<file path="src/rtl/sqrt_rom_arbiter_if.sv">
// Handshake and ROM bus of the two-channel sqrt lookup arbiter.
// The slave modport is the arbiter's view; master is the requester/ROM side.
interface sqrt_rom_arbiter_if #(
    parameter int W_DATA = 16,
    parameter int W_ADDR = 8
);
    logic [W_ADDR-1:0] din0_data;
    logic              din0_valid;
    logic              din0_ready;
    logic [W_DATA-1:0] dout0_data;
    logic              dout0_valid;
    logic              dout0_ready;

    logic [W_ADDR-1:0] din1_data;
    logic              din1_valid;
    logic              din1_ready;
    logic [W_DATA-1:0] dout1_data;
    logic              dout1_valid;
    logic              dout1_ready;

    logic              rom_ena;
    logic [W_ADDR-1:0] rom_addra;
    logic [W_DATA-1:0] rom_doa;

    modport slave (
        input  din0_data, din0_valid, dout0_ready,
        input  din1_data, din1_valid, dout1_ready,
        input  rom_doa,
        output din0_ready, dout0_data, dout0_valid,
        output din1_ready, dout1_data, dout1_valid,
        output rom_ena, rom_addra
    );

    modport master (
        output din0_data, din0_valid, dout0_ready,
        output din1_data, din1_valid, dout1_ready,
        output rom_doa,
        input  din0_ready, dout0_data, dout0_valid,
        input  din1_ready, dout1_data, dout1_valid,
        input  rom_ena, rom_addra
    );
endinterface

</file>
<file path="src/rtl/sqrt_rom_arbiter.sv">
// Round-robin sharing of one single-port sqrt ROM between two request channels,
// with a per-channel output FIFO whose slot is reserved at grant time.
module sqrt_rom_arbiter #(
    parameter int W_DATA    = 16,
    parameter int W_ADDR    = 8,
    parameter int OUT_DEPTH = 3
) (
    input  logic                clk,
    input  logic                rst,
    sqrt_rom_arbiter_if.slave   bus,
    output logic                busy
);
    localparam int OCC_W = $clog2(OUT_DEPTH + 1);
    localparam int PTR_W = (OUT_DEPTH > 1) ? $clog2(OUT_DEPTH) : 1;

    logic [W_ADDR-1:0] din_data [2];
    logic [W_DATA-1:0] dout_data [2];
    logic [1:0]        din_valid;
    logic [1:0]        dout_ready;
    logic [1:0]        dout_valid;
    logic [1:0]        elig;
    logic [1:0]        grant;
    logic [1:0]        infl;
    logic [1:0]        push;
    logic [1:0]        pop;

    logic              rr_reg;
    logic              tag_v_reg;
    logic              tag_ch_reg;

    function automatic logic [PTR_W-1:0] ptr_inc(input logic [PTR_W-1:0] p);
        return (p == PTR_W'(OUT_DEPTH - 1)) ? '0 : p + 1'b1;
    endfunction

    assign din_data[0]     = bus.din0_data;
    assign din_data[1]     = bus.din1_data;
    assign din_valid       = {bus.din1_valid, bus.din0_valid};
    assign dout_ready      = {bus.dout1_ready, bus.dout0_ready};
    assign bus.din0_ready  = grant[0];
    assign bus.din1_ready  = grant[1];
    assign bus.dout0_data  = dout_data[0];
    assign bus.dout1_data  = dout_data[1];
    assign bus.dout0_valid = dout_valid[0];
    assign bus.dout1_valid = dout_valid[1];

    always_comb begin
        grant = 2'b00;
        if (elig == 2'b11) begin
            grant = rr_reg ? 2'b10 : 2'b01;
        end else begin
            grant = elig;
        end
    end

    assign bus.rom_ena   = |grant;
    assign bus.rom_addra = grant[1] ? din_data[1] :
                           grant[0] ? din_data[0] : '0;

    // The tag follows the ROM's one-cycle read so the returning word finds its FIFO.
    always_ff @(posedge clk or negedge rst) begin
        if (!rst) begin
            rr_reg     <= 1'b0;
            tag_v_reg  <= 1'b0;
            tag_ch_reg <= 1'b0;
        end else begin
            tag_v_reg  <= bus.rom_ena;
            tag_ch_reg <= grant[1];
            if (bus.rom_ena) begin
                rr_reg <= grant[0];
            end
        end
    end

    generate
        for (genvar gi = 0; gi < 2; gi++) begin : g_ch
            logic [OCC_W-1:0]  occ_reg;
            logic [OCC_W-1:0]  occ_next;
            logic [PTR_W-1:0]  wr_ptr_reg;
            logic [PTR_W-1:0]  rd_ptr_reg;
            logic [OCC_W:0]    load;
            logic [W_DATA-1:0] mem [OUT_DEPTH];

            assign infl[gi]       = tag_v_reg && (tag_ch_reg == 1'(gi));
            assign push[gi]       = infl[gi];
            assign dout_valid[gi] = (occ_reg != '0);
            assign pop[gi]        = dout_valid[gi] && dout_ready[gi];
            assign dout_data[gi]  = mem[rd_ptr_reg];

            // Words already in flight count against the space, so a grant never overfills.
            assign load     = {1'b0, occ_reg} + (OCC_W + 1)'(infl[gi]);
            assign elig[gi] = rst && din_valid[gi] && (load < (OCC_W + 1)'(OUT_DEPTH));

            always_comb begin
                occ_next = occ_reg;
                if (push[gi] && !pop[gi]) begin
                    occ_next = occ_reg + 1'b1;
                end else if (!push[gi] && pop[gi]) begin
                    occ_next = occ_reg - 1'b1;
                end
            end

            always_ff @(posedge clk or negedge rst) begin
                if (!rst) begin
                    occ_reg    <= '0;
                    wr_ptr_reg <= '0;
                    rd_ptr_reg <= '0;
                end else begin
                    occ_reg <= occ_next;
                    if (push[gi]) begin
                        wr_ptr_reg <= ptr_inc(wr_ptr_reg);
                    end
                    if (pop[gi]) begin
                        rd_ptr_reg <= ptr_inc(rd_ptr_reg);
                    end
                end
            end

            always_ff @(posedge clk) begin
                if (push[gi]) begin
                    mem[wr_ptr_reg] <= bus.rom_doa;
                end
            end

            a_no_overflow: assert property (@(posedge clk) disable iff (!rst)
                !(push[gi] && !pop[gi] && occ_reg == OCC_W'(OUT_DEPTH)));
            a_no_underflow: assert property (@(posedge clk) disable iff (!rst)
                !(pop[gi] && occ_reg == '0));
        end
    endgenerate

    assign busy = (|infl) | (|dout_valid);

endmodule

</file>
<file path="src/flat_wrapper.sv">
// flat-port wrapper written by rule: the top's interface ports become plain ports
module sqrt_rom_arbiter_flat 
#(
    parameter int W_DATA    = 16,
    parameter int W_ADDR    = 8,
    parameter int OUT_DEPTH = 3
)
  (clk, rst, busy, bus_din0_data, bus_din0_valid, bus_dout0_ready, bus_din1_data, bus_din1_valid, bus_dout1_ready, bus_rom_doa, bus_din0_ready, bus_dout0_data, bus_dout0_valid, bus_din1_ready, bus_dout1_data, bus_dout1_valid, bus_rom_ena, bus_rom_addra);
  sqrt_rom_arbiter_if #(.W_DATA(W_DATA), .W_ADDR(W_ADDR)) bus_i ();
  input  logic clk;
  input  logic rst;
  output logic busy;
  input wire logic [$bits(bus_i.din0_data)-1:0] bus_din0_data;
  input wire logic [$bits(bus_i.din0_valid)-1:0] bus_din0_valid;
  input wire logic [$bits(bus_i.dout0_ready)-1:0] bus_dout0_ready;
  input wire logic [$bits(bus_i.din1_data)-1:0] bus_din1_data;
  input wire logic [$bits(bus_i.din1_valid)-1:0] bus_din1_valid;
  input wire logic [$bits(bus_i.dout1_ready)-1:0] bus_dout1_ready;
  input wire logic [$bits(bus_i.rom_doa)-1:0] bus_rom_doa;
  output wire logic [$bits(bus_i.din0_ready)-1:0] bus_din0_ready;
  output wire logic [$bits(bus_i.dout0_data)-1:0] bus_dout0_data;
  output wire logic [$bits(bus_i.dout0_valid)-1:0] bus_dout0_valid;
  output wire logic [$bits(bus_i.din1_ready)-1:0] bus_din1_ready;
  output wire logic [$bits(bus_i.dout1_data)-1:0] bus_dout1_data;
  output wire logic [$bits(bus_i.dout1_valid)-1:0] bus_dout1_valid;
  output wire logic [$bits(bus_i.rom_ena)-1:0] bus_rom_ena;
  output wire logic [$bits(bus_i.rom_addra)-1:0] bus_rom_addra;
  assign bus_i.din0_data = bus_din0_data;
  assign bus_i.din0_valid = bus_din0_valid;
  assign bus_i.dout0_ready = bus_dout0_ready;
  assign bus_i.din1_data = bus_din1_data;
  assign bus_i.din1_valid = bus_din1_valid;
  assign bus_i.dout1_ready = bus_dout1_ready;
  assign bus_i.rom_doa = bus_rom_doa;
  assign bus_din0_ready = bus_i.din0_ready;
  assign bus_dout0_data = bus_i.dout0_data;
  assign bus_dout0_valid = bus_i.dout0_valid;
  assign bus_din1_ready = bus_i.din1_ready;
  assign bus_dout1_data = bus_i.dout1_data;
  assign bus_dout1_valid = bus_i.dout1_valid;
  assign bus_rom_ena = bus_i.rom_ena;
  assign bus_rom_addra = bus_i.rom_addra;
  sqrt_rom_arbiter #(.W_DATA(W_DATA), .W_ADDR(W_ADDR), .OUT_DEPTH(OUT_DEPTH)) u_core (.clk(clk), .rst(rst), .bus(bus_i), .busy(busy));
endmodule
</file>
<file path="config.mk">
export PLATFORM = sky130hd
export DESIGN_NAME = sqrt_rom_arbiter_flat
export DESIGN_NICKNAME = d
export VERILOG_FILES = /design/src/rtl/sqrt_rom_arbiter_if.sv /design/src/rtl/sqrt_rom_arbiter.sv /design/src/flat_wrapper.sv
export SDC_FILE = /design/constraint.sdc
export NUM_CORES = 1
export LEC_CHECK = 0
export ABC_AREA = 1
export CAP_MARGIN = 5
export CORE_MARGIN = 10
export CORE_UTILIZATION = 35
export CTS_BUF_LIST = sky130_fd_sc_hd__clkbuf_8
export DETAILED_ROUTE_END_ITERATION = 7
export SLEW_MARGIN = 20
export SYNTH_ARGS = -nofsm -noshare
export SYNTH_HDL_FRONTEND = slang
export SYNTH_SLANG_ARGS = --single-unit
</file>
<file path="constraint.sdc">
create_clock -name clk -period 2.6 [get_ports clk]
set_clock_uncertainty 0.15 [all_clocks]
set_input_delay 0.52 -clock clk [delete_from_list [all_inputs] [get_ports clk]]
set_output_delay 0.52 -clock clk [all_outputs]
set_load 0.05 [all_outputs]
</file>
==> After elaboration in Yosys (flattened, before gate mapping) <==
Memory sizes are Yosys's and may differ from the RTL's.
Cells that the tools add are included.
{ "word_totals": {"register_bits": 15, "output_inout_bits": 46, "word_cells": 69, "memories": 2, "mem_bits_rw": 96, "in_bits": 38} }
{ "memory_table": {"columns": ["memory", "words", "width", "rd", "rd_ports_with_merged_regs", "write_ports", "line_no", "text"], "rows": [
  ["u_core.g_ch[0].mem", 3, 16, 1, 0, 1, "sqrt_rom_arbiter.sv:81", "logic [W_DATA-1:0] mem [OUT_DEPTH];"],
  ["u_core.g_ch[1].mem", 3, 16, 1, 0, 1, "sqrt_rom_arbiter.sv:81", null]
]} }
{ "classes": {"reduce_logical": 23, "eq_ne": 5, "magnitude_cmp": 2, "mux": 16, "n_bitwise": 2, "add_sub_neg": 10} }
{ "op_table": {"columns": ["cell", "count"], "rows": [
  ["two-way mux 2 bit", 10],
  ["two-way mux 8 bit", 2],
  ["adder 2 x 1 -> 2 bit, second input constant", 6],
  ["logical AND 1 bit", 12],
  ["== test 2 bit, second input constant", 5],
  ["nonzero test 2 bit", 4],
  ["adder 2 x 1 -> 3 bit", 2],
  ["less-than comparator 3 x 2 -> 1 bit, second input constant", 2],
  ["OR reduction 2 bit", 3],
  ["logical NOT 1 bit", 4],
  ["two-way mux 1 bit", 4],
  ["subtractor 2 x 1 -> 2 bit, second input constant", 2],
  ["NOT 1 bit", 1],
  ["OR 1 bit", 1]
]} }

==> Depth between registers and ports, before layout <==
Gate-level depths: netlist of run 1.
{ "depth": {"depth_word": 9, "mapped_depth": 10, "depth_no_buf": 9} }

==> Worst setup path before layout of run 1 <==
Ideal clock, no wire load.
{ "synth_timing": {"path_type": "reg-to-output", "from": "register u_core.tag_ch_reg", "to": "output bus_din0_ready", "path_stages_with_launch": 9, "t_required_ps": 1930, "path_slack_ps": -279, "arrival_ps": 2209, "n_path_buf": 0, "path_cell_list": "dfrtp_1 nor2_1 ha_1 ha_1 nand2_1 nand2_1 nor2_2 inv_1 a21oi_1"} }
{ "synth_between": {"elab_chain_cells": 7, "word_cells_on_any_way": 11, "classes_between": "add/sub (2); order compare (2); eq/ne (1); mux (1); bitwise (1); reduce/logical (4)"} }
{ "synth_lines": {"columns": ["item", "line_no", "text"], "rows": [
  ["start, declared", "sqrt_rom_arbiter.sv:29", "logic tag_ch_reg;"],
  ["start signal, assigned", "sqrt_rom_arbiter.sv:67", "tag_ch_reg <= grant[1];"],
  ["NOT 1 bit (*)", "sqrt_rom_arbiter.sv:83", "assign infl[gi] = tag_v_reg && (tag_ch_reg == 1'(gi));"],
  ["logical AND 1 bit (*)", "sqrt_rom_arbiter.sv:83", null],
  ["named net u_core.infl[0]", "sqrt_rom_arbiter.sv:23", "logic [1:0] infl;"],
  ["adder 2 x 1 -> 3 bit (*)", "sqrt_rom_arbiter.sv:90", "assign load = {1'b0, occ_reg} + (OCC_W + 1)'(infl[gi]);"],
  ["less-than comparator 3 x 2 -> 1 bit (*)", "sqrt_rom_arbiter.sv:91", "assign elig[gi] = rst && din_valid[gi] && (load < (OCC_W + 1)'(OUT_DEPTH));"],
  ["logical AND 1 bit (*)", "sqrt_rom_arbiter.sv:91", null],
  ["== test 2 bit", "sqrt_rom_arbiter.sv:48", "if (elig == 2'b11) begin"],
  ["two-way mux 2 bit (*)", "sqrt_rom_arbiter.sv:48", null],
  ["end, declared", "flat_wrapper.sv:20", "output wire logic [$bits(bus_i.din0_ready)-1:0] bus_din0_ready;"]
]} }
The timed path passes the listed nets; every way through them passes the cells marked *.

==> Worst setup path in the final report of run 1 <==
{ "layout_timing": {"from": "register u_core.tag_ch_reg", "to": "output bus_din0_ready"} }
{ "layout_between": {"word_cells_on_any_way": 11, "classes_between": "add/sub (2); order compare (2); eq/ne (1); mux (1); bitwise (1); reduce/logical (4)"} }
{ "layout_rtl": {"columns": ["item", "line_no"], "rows": [
  ["logical AND 1 bit", "sqrt_rom_arbiter.sv:83"],
  ["named net u_core.infl[1]", "sqrt_rom_arbiter.sv:23"],
  ["adder 2 x 1 -> 3 bit", "sqrt_rom_arbiter.sv:90"],
  ["less-than comparator 3 x 2 -> 1 bit", "sqrt_rom_arbiter.sv:91"],
  ["logical AND 1 bit", "sqrt_rom_arbiter.sv:91"],
  ["== test 2 bit", "sqrt_rom_arbiter.sv:48"],
  ["two-way mux 2 bit", "sqrt_rom_arbiter.sv:48"]
]} }
The timed path passes the listed nets, and every way through them passes these cells.

==> results.md, run 1 <==
* Power dissipated by switching net loads at 0.00364 W
* Number of input and output port buffers inserted at 83
* Worst-margin pin slew at approximately 520 ps
* Post-synthesis sequential element count at roughly 110
* Arrival time of data at the critical path endpoint at around 2100 ps
* Setup crit start kind: flip-flop
* Fin crit period at 2740 ps
* Status: complete, but fails checks
* Iter 0 DRT Violations at 156
* Worst setup path class: reg2out
* Vias at between 3k and 4k
* TritonCTS buffer count at 9
* Overall die area at between 15000 and 20000 um2
* Cells after Synth at between 300 and 400
* Die outline width at ~130 um
* Antenna Violating Nets Remaining at 0
* Non-filler cells in the finished layout at 656
* Leftover overflow at the end of global routing at 0
* Max transition margin at 65.5%
* Initial cell density of the core at around 36%
* Synth top area cells: edfxtp_1, nand2_1, dfrtp_1
* Fraction of power spent switching nets at about 44%
* Post-synth EDFFs at 96
* Setup Slack @ Placement at -24.6 ps
* Antenna diode count at 0
* Cell type with the highest aggregate area in the netlist: edfxtp_1
* Ports placed on the boundary at between 80 and 90
* Cell Pwr Density at approximately 1300 nW/um2
* Global-route wire length before repair at between 15 and 20 mm
* Clock Path Buffers at 2
* Area used by multi-input combinational logic at between 1000 and 1500 um2
* Final setup TNS at -1060 ps
* Most common library cells after synthesis: nand2_1, edfxtp_1, nand3_1
* Internal power component at between 0.004 and 0.005 W
* DRC Markers at 0
* Class of the tightest hold or removal check: in2async
* First-pass iteration count of the detailed router at 4
* Warnings, synthesis at 0
* Worst setup margin at -141 ps
* Combinational share of power at 59.7%
* Placer's final routability congestion estimate at ~0.79
* Clock-pin slew reported for the worst setup and hold paths after clock tree synthesis at 100 ps
* CTS tree: yes
* Net count after synthesis at about 400
* Data required time of the critical path at 1930 ps
* Maximum ir drop on the vdd rail at 0.794 mV
* Clock tree root buffer cell: clkbuf_8
* Aggregate routed wire length at 11.3 mm
* Share of layout cells above drive strength 1 at 30.3%
* Post-synthesis to final-layout area growth at 50.4%
* Largest net degree at the start of global routing at 19
* Register cell area after layout at 3260 um2
* Antenna violations before repair at 0
* Dominant cell by count in the synthesized netlist: nand2_1
* Synth Flop Type: edfxtp_1
* Post-route clock period utilization at 105%
* Wire length per cell after detailed routing at approximately 17 um
* Share of Yosys cell area claimed by the top area cell type at about 65%
* Count of final hold-check violations at 0
* Largest register by flop count: u_core.g_ch.mem
* Max FFs per register at 96
* CP Max Fanout at 4
* Via count of the first global-routing pass at around 3.3k
* NumNets Final at approximately 530
* Final Slew Violations at 0
* Critical path capture point type: output port
* Height of the die at 132 um
* Worst-Skew Late Latency at roughly 360 ps
* Vias per cell at 4.71
* Placed cell count at between 600 and 700
* Clock sink count at approximately 110
* Violations in the final reports: setup timing
* Area of the core region at around 12000 um2
* Setup violations, final at 11
* Setup repair after global routing missed its margin: yes
* Filler instances at slightly below 1k
* Library cells used by synthesis at 19
* Placed wire-length estimate at between 7 and 8 mm
* Part of the total power dissipated in the clock network at 10.9%
* Total standard cell area after synthesis at about 4400 um2
* Max-cap violations at 0
* Async set or reset register ratio after synthesis at 13.5%
* Leak Pwr at ~2.5 nW
* Sequential element share of the synthesized area at between 70 and 80%
* GR Util All Layers at between 10 and 15%
* Fmax at 365 MHz
* Post-synthesis average cell area at roughly 12 um2
* Standard-cell rows at 40
* Maximum level of the CTS H-tree at 3
* Power share of the sequential group at 29.4%
## critical path, stage by stage, from the launching register on
cell and delay [ps]:
dfrtp_1 430, nand2_2 100, inv_2 50, ha_4 160
ha_4 270, nand2_4 50, nand2_4 70, nor2_4 40
buf_6 130, buf_12 120, a21oi_4 140, buf_12 150
## repair_timing
item,in CTS,in global routing
buffers inserted,19,7
pin swaps,20,16
resized for setup,50,14
setup endpoints to repair,24,65
cloned,2,1
hold buffers,0,0
hold endpoints to repair,0,0
## placed cells by master (no fill, tap or decap), types with 3 or more instances in the layout
| cell | synthesis | routed |
|---|---|---|
| inv_1 | 16 | 12 |
| clkbuf_8 | 0 | 9 |
| nor2_2 | 1 | 5 |
| edfxtp_1 | 96 | 96 |
| clkinvlp_4 | 0 | 3 |
| ha_4 | 0 | 4 |
| nand2_4 | 0 | 6 |
| nand2_2 | 0 | 8 |
| o21ai_0 | 4 | 4 |
| nand3_4 | 0 | 3 |
| nor2_4 | 4 | 8 |
| nand2_1 | 129 | 115 |
| nor2_1 | 12 | 5 |
| nand3_2 | 0 | 9 |
| clkdlybuf4s50_1 | 0 | 37 |
| dfrtp_1 | 15 | 15 |
| inv_2 | 2 | 5 |
| buf_4 | 4 | 31 |
| buf_12 | 0 | 47 |
| xnor2_1 | 4 | 4 |
| nand3_1 | 53 | 41 |
## through the flow
stage | power (W) | utilization (%) | hold WS (ps) | instance area [um2]
after floorplan | 0.00479 | - | 74.4 | 4420
after global placement | 0.00694 | 49.1 | 343 | 5970
after detailed placement | 0.00699 | 49.1 | 342 | 5970
after CTS | 0.00824 | 53.4 | 337 | 6500
after global routing | 0.00875 | 54.6 | 379 | 6640
final | 0.00835 | 54.6 | 374 | 6640
## power groups by stage
stage / Combinational (W) / Clock, W / Sequential (W)
2_1_floorplan: 0.00240 / 0 / 0.00238
4_1_cts: 0.00486 / 0.000936 / 0.00245
3_5_place_dp: 0.00453 / 0 / 0.00246
5_1_grt: 0.00525 / 0.00101 / 0.00249
6_report: 0.00498 / 0.000909 / 0.00246
3_3_place_gp: 0.00449 / 0 / 0.00245
## logic make-up (layout without fill, tap and decap cells)
logic type / Yosys count / after routing / synth area share, %
and+or+nand+nor: 203 / 204 / 19.7
adders and majority gates: 6 / 6 / 1.70
DFF: 111 / 111 / 73.8
xor gates and xnor gates: 4 / 4 / 0.793
buffers and inverters: 27 / 154 / 2.92
AOI/OAI and AO/OA: 9 / 9 / 1.08
## path summary, 6_finish.rpt
| kind | from | endpoint | slack, ps | cells after the start |
|---|---|---|---|---|
| setup / recovery | u_core.tag_ch_reg$_DFF_PN0_ | bus_din0_ready | -140 | 11 |
| min in group clk | u_core.g_ch[0].wr_ptr_reg[1]$_DFFE_PN0P_ | u_core.g_ch[0].wr_ptr_reg[1]$_DFFE_PN0P_ | 390 | 1 |
| hold reg to reg | u_core.g_ch[0].wr_ptr_reg[1]$_DFFE_PN0P_ | u_core.g_ch[0].wr_ptr_reg[1]$_DFFE_PN0P_ | 390 | 1 |
| max in group asynchronous | rst | u_core.g_ch[1].wr_ptr_reg[1]$_DFFE_PN0P_ | 1740 | 2 |
| hold / removal | rst | u_core.rr_reg$_DFFE_PN0P_ | 370 | 2 |
| setup reg to reg | u_core.tag_ch_reg$_DFF_PN0_ | u_core.g_ch[1].mem[2][14]$_DFFE_PP_ | 140 | 11 |
## routing by layer
metal / routed length, um / track usage [%] / share of wire (%)
met2: 6050 / 22.9 / 54
met4: 154 / 4.71 / 1.4
met1: 4610 / 14.4 / 41
met5: 0 / 0 / 0
met3: 462 / 2.86 / 4.1
## layout make-up
type                    count  area share (%)
inverters                  18            1.06
clock inverters             6           0.660
repair buffers            121            24.5
clock buffers               9            1.87
multi-input cells         223            19.7
flip-flops and latches    111            49.1
well taps                 168            3.17
Note: power is estimated with default switching activity, not from simulation.
==> run 2: changes to the inputs <==
--- a/config.mk
+++ b/config.mk
@@ -15,3 +15,4 @@
 export SYNTH_ARGS = -nofsm -noshare
 export SYNTH_HDL_FRONTEND = slang
 export SYNTH_SLANG_ARGS = --single-unit
+export TNS_END_PERCENT = 10
==> results.md, run 2 (synthesized netlist as in run 1, its figures left out) <==
* Status: complete, but fails checks
* Violations in the final reports: setup timing
* Hold WS at 354 ps (-20.0 ps)
* Clock sink count at 111 (unchanged)
* Startpoint of the worst-slack reg-to-reg timing path: u_core.tag_ch_reg$_DFF_PN0_
* Leading cell type in the layout, fill and taps excluded: nand2_1
* Fin crit period at 2780 ps (+43.7 ps)
* Placer's final routability congestion estimate at 0.785 (-0.18%)
* Clock tree root buffer cell: clkbuf_8
* Maximum level of the CTS H-tree at 3 (unchanged)
* GR Util All Layers at 12.6% (-0.19 points)
* Final Slew Violations at 0 (unchanged)
* CP Max Fanout at 4 (unchanged)
* Placed wire-length estimate at 7.27 mm (+0.30%)
* Maximum ir drop on the vdd rail at 0.719 mV (-9.4%)
* Post-route clock period utilization at 107% (+1.7 points)
* Arrival time of data at the critical path endpoint at 2110 ps (+40 ps)
* Via count of the first global-routing pass at 3216 (-1.7%)
* Setup crit start kind: flip-flop
* Die outline width at 132 um (unchanged)
* Max-cap violations at 0 (unchanged)
* Worst-Skew Late Latency at 370 ps (about the same)
* CTS tree: yes
* Filler instances at 977 (-1.4%)
* Slack of the worst reg-to-reg path at -110 ps (-250 ps)
* Largest register by flop count: u_core.g_ch.mem
* Max FFs per register at 96 (unchanged)
* Area used by multi-input combinational logic at 1280 um2 (-2.5%)
* Setup violations, final at 32 (+21)
* Overall die area at 17500 um2 (unchanged)
* Cts hold-fix bufs at 0 (unchanged)
* Area post-placement at 5980 um2 (+0.10%)
* Post-route total power at 0.00846 W (+1.4%)
* Initial cell density of the core at 36.3% (unchanged)
* Ports placed on the boundary at 84 (unchanged)
* Setup Slack @ Placement at -13.7 ps (+10.9 ps)
* Leftover overflow at the end of global routing at 0 (unchanged)
* Worst setup margin at -185 ps (-43.7 ps)
* Number of input and output port buffers inserted at 83 (unchanged)
* Setup repair after global routing missed its margin: yes
* TritonCTS buffer count at 9 (unchanged)
* Aggregate routed wire length at 11.1 mm (-1.9%)
* Data required time of the critical path at 1930 ps (about the same)
* Share of layout cells above drive strength 1 at 29.3% (-0.99 points)
* Vias per cell at 4.67 (-1.0%)
* First-pass iteration count of the detailed router at 6 (+2)
* Class of the tightest hold or removal check: in2async
* Most frequent cells in the layout: nand2_1, edfxtp_1, nand3_1, buf_12, clkdlybuf4s50_1
* Antenna Violating Nets Remaining at 0 (unchanged)
* Area of the core region at 12200 um2 (unchanged)
* Height of the die at 132 um (unchanged)
* Iter 0 DRT Violations at 193 (+24%)
* Wire length per cell after detailed routing at 17.0 um (-1.3%)
* Worst setup path class: reg2out
* Post-layout util at 54.3% (-0.32 points)
* Clock Path Buffers at 2 (unchanged)
* Launch point of the worst path: u_core.tag_ch_reg$_DFF_PN0_
* Count of final hold-check violations at 0 (unchanged)
* Clock-pin slew reported for the worst setup and hold paths after clock tree synthesis at 100 ps (about the same)
* Largest net degree at the start of global routing at 21 (+2)
* Antenna diode count at 0 (unchanged)
* Worst-margin pin slew at 549 ps (+33.0 ps)
* Standard-cell rows at 40 (unchanged)
* Antenna violations before repair at 0 (unchanged)
* Number of cells on the worst reg-to-reg path at 13 (+2)
* NumNets Final at 523 (-0.95%)
* Critical path capture point type: output port
* Max transition margin at 63.3% (-2.2 points)
* Post-synthesis to final-layout area growth at 49.5%
* Fmax at 359 MHz (-1.6%)
* DRC Markers at 0 (unchanged)
* Register cell area after layout at 3260 um2 (about the same)
* Cell Pwr Density at 1280 nW/um2 (+2.0%)
* Vias at 3043 (-1.6%)
* Global-route wire length before repair at 17.3 mm (-1.6%)
* Final standard cell area without fillers at 6600 um2 (-0.58%)
* Leak Pwr at 2.51 nW (about the same)
## run 2: changes by cell type in the layout (fill, tap and decap cells not counted), moves of 2 or more
| cell | delta |
|---|---|
| buf_4 | -4 |
| buf_12 | -3 |
| nand3_1 | +3 |
| buf_6 | +2 |
| bufinv_16 | +2 |
| clkinvlp_4 | -2 |
| nand3_2 | -2 |
| nor2_2 | -2 |
## run 2: worst paths after layout
check	to
worst min register to register	u_core.g_ch[0].wr_ptr_reg[1]$_DFFE_PN0P_
max in group asynchronous	u_core.g_ch[0].rd_ptr_reg[1]$_DFFE_PN0P_
min in group clk	u_core.g_ch[0].wr_ptr_reg[1]$_DFFE_PN0P_
worst max register to register	u_core.g_ch[1].mem[2][3]$_DFFE_PP_
worst max-delay path	bus_din0_ready
worst min-delay path	u_core.rr_reg$_DFFE_PN0P_
## run 2: cell type report
class,count,area share [%]
clock buffers,9,1.88
clock inverters,7,1.71
inverters,18,1.02
multi-input cells,223,19.3
flip-flops and latches,111,49.4
well taps,168,3.18
repair buffers,116,23.5
## run 2: repair_timing
item                                    CTS  global route
buffers inserted                         11             4
gates cloned                              2             0
endpoints found under the setup margin   12            50
gates resized for setup                  50            12
pin swaps                                23             9
## run 2: critical path, cell delays in order, from the launching register on
cell,delay [ps]
dfrtp_1,440
nand2_2,120
inv_2,60
ha_4,160
ha_4,260
nand2_4,50
nand2_4,60
nor2_4,40
buf_6,130
buf_12,120
a21oi_4,140
buf_12,150
## run 2: through the flow
| stage | TNS (ps) | std cells |
|---|---|---|
| final | -3450 | 652 |
| after CTS | -1550 | 648 |
| after floorplan | -110 | 360 |
| after detailed placement | -13.7 | 619 |
| after global placement | -9.22 | 619 |
| after global routing | -6410 | 652 |
## run 2: power breakdown
| group | total (W) | switching [W] | internal [W] |
|---|---|---|---|
| Sequential | 0.00245 | 0.000214 | 0.00223 |
| Clock | 0.00118 | 0.000614 | 0.000564 |
| Combinational | 0.00484 | 0.00281 | 0.00202 |
## run 2: routing by layer
layer	GRT usage [%]	vias up	share of wire, %
met2	22.0	64	52
li1	-	1476	-
met4	4.89	0	2.3
met5	0	-	0
met1	14.5	1481	41
met3	2.78	22	4.4
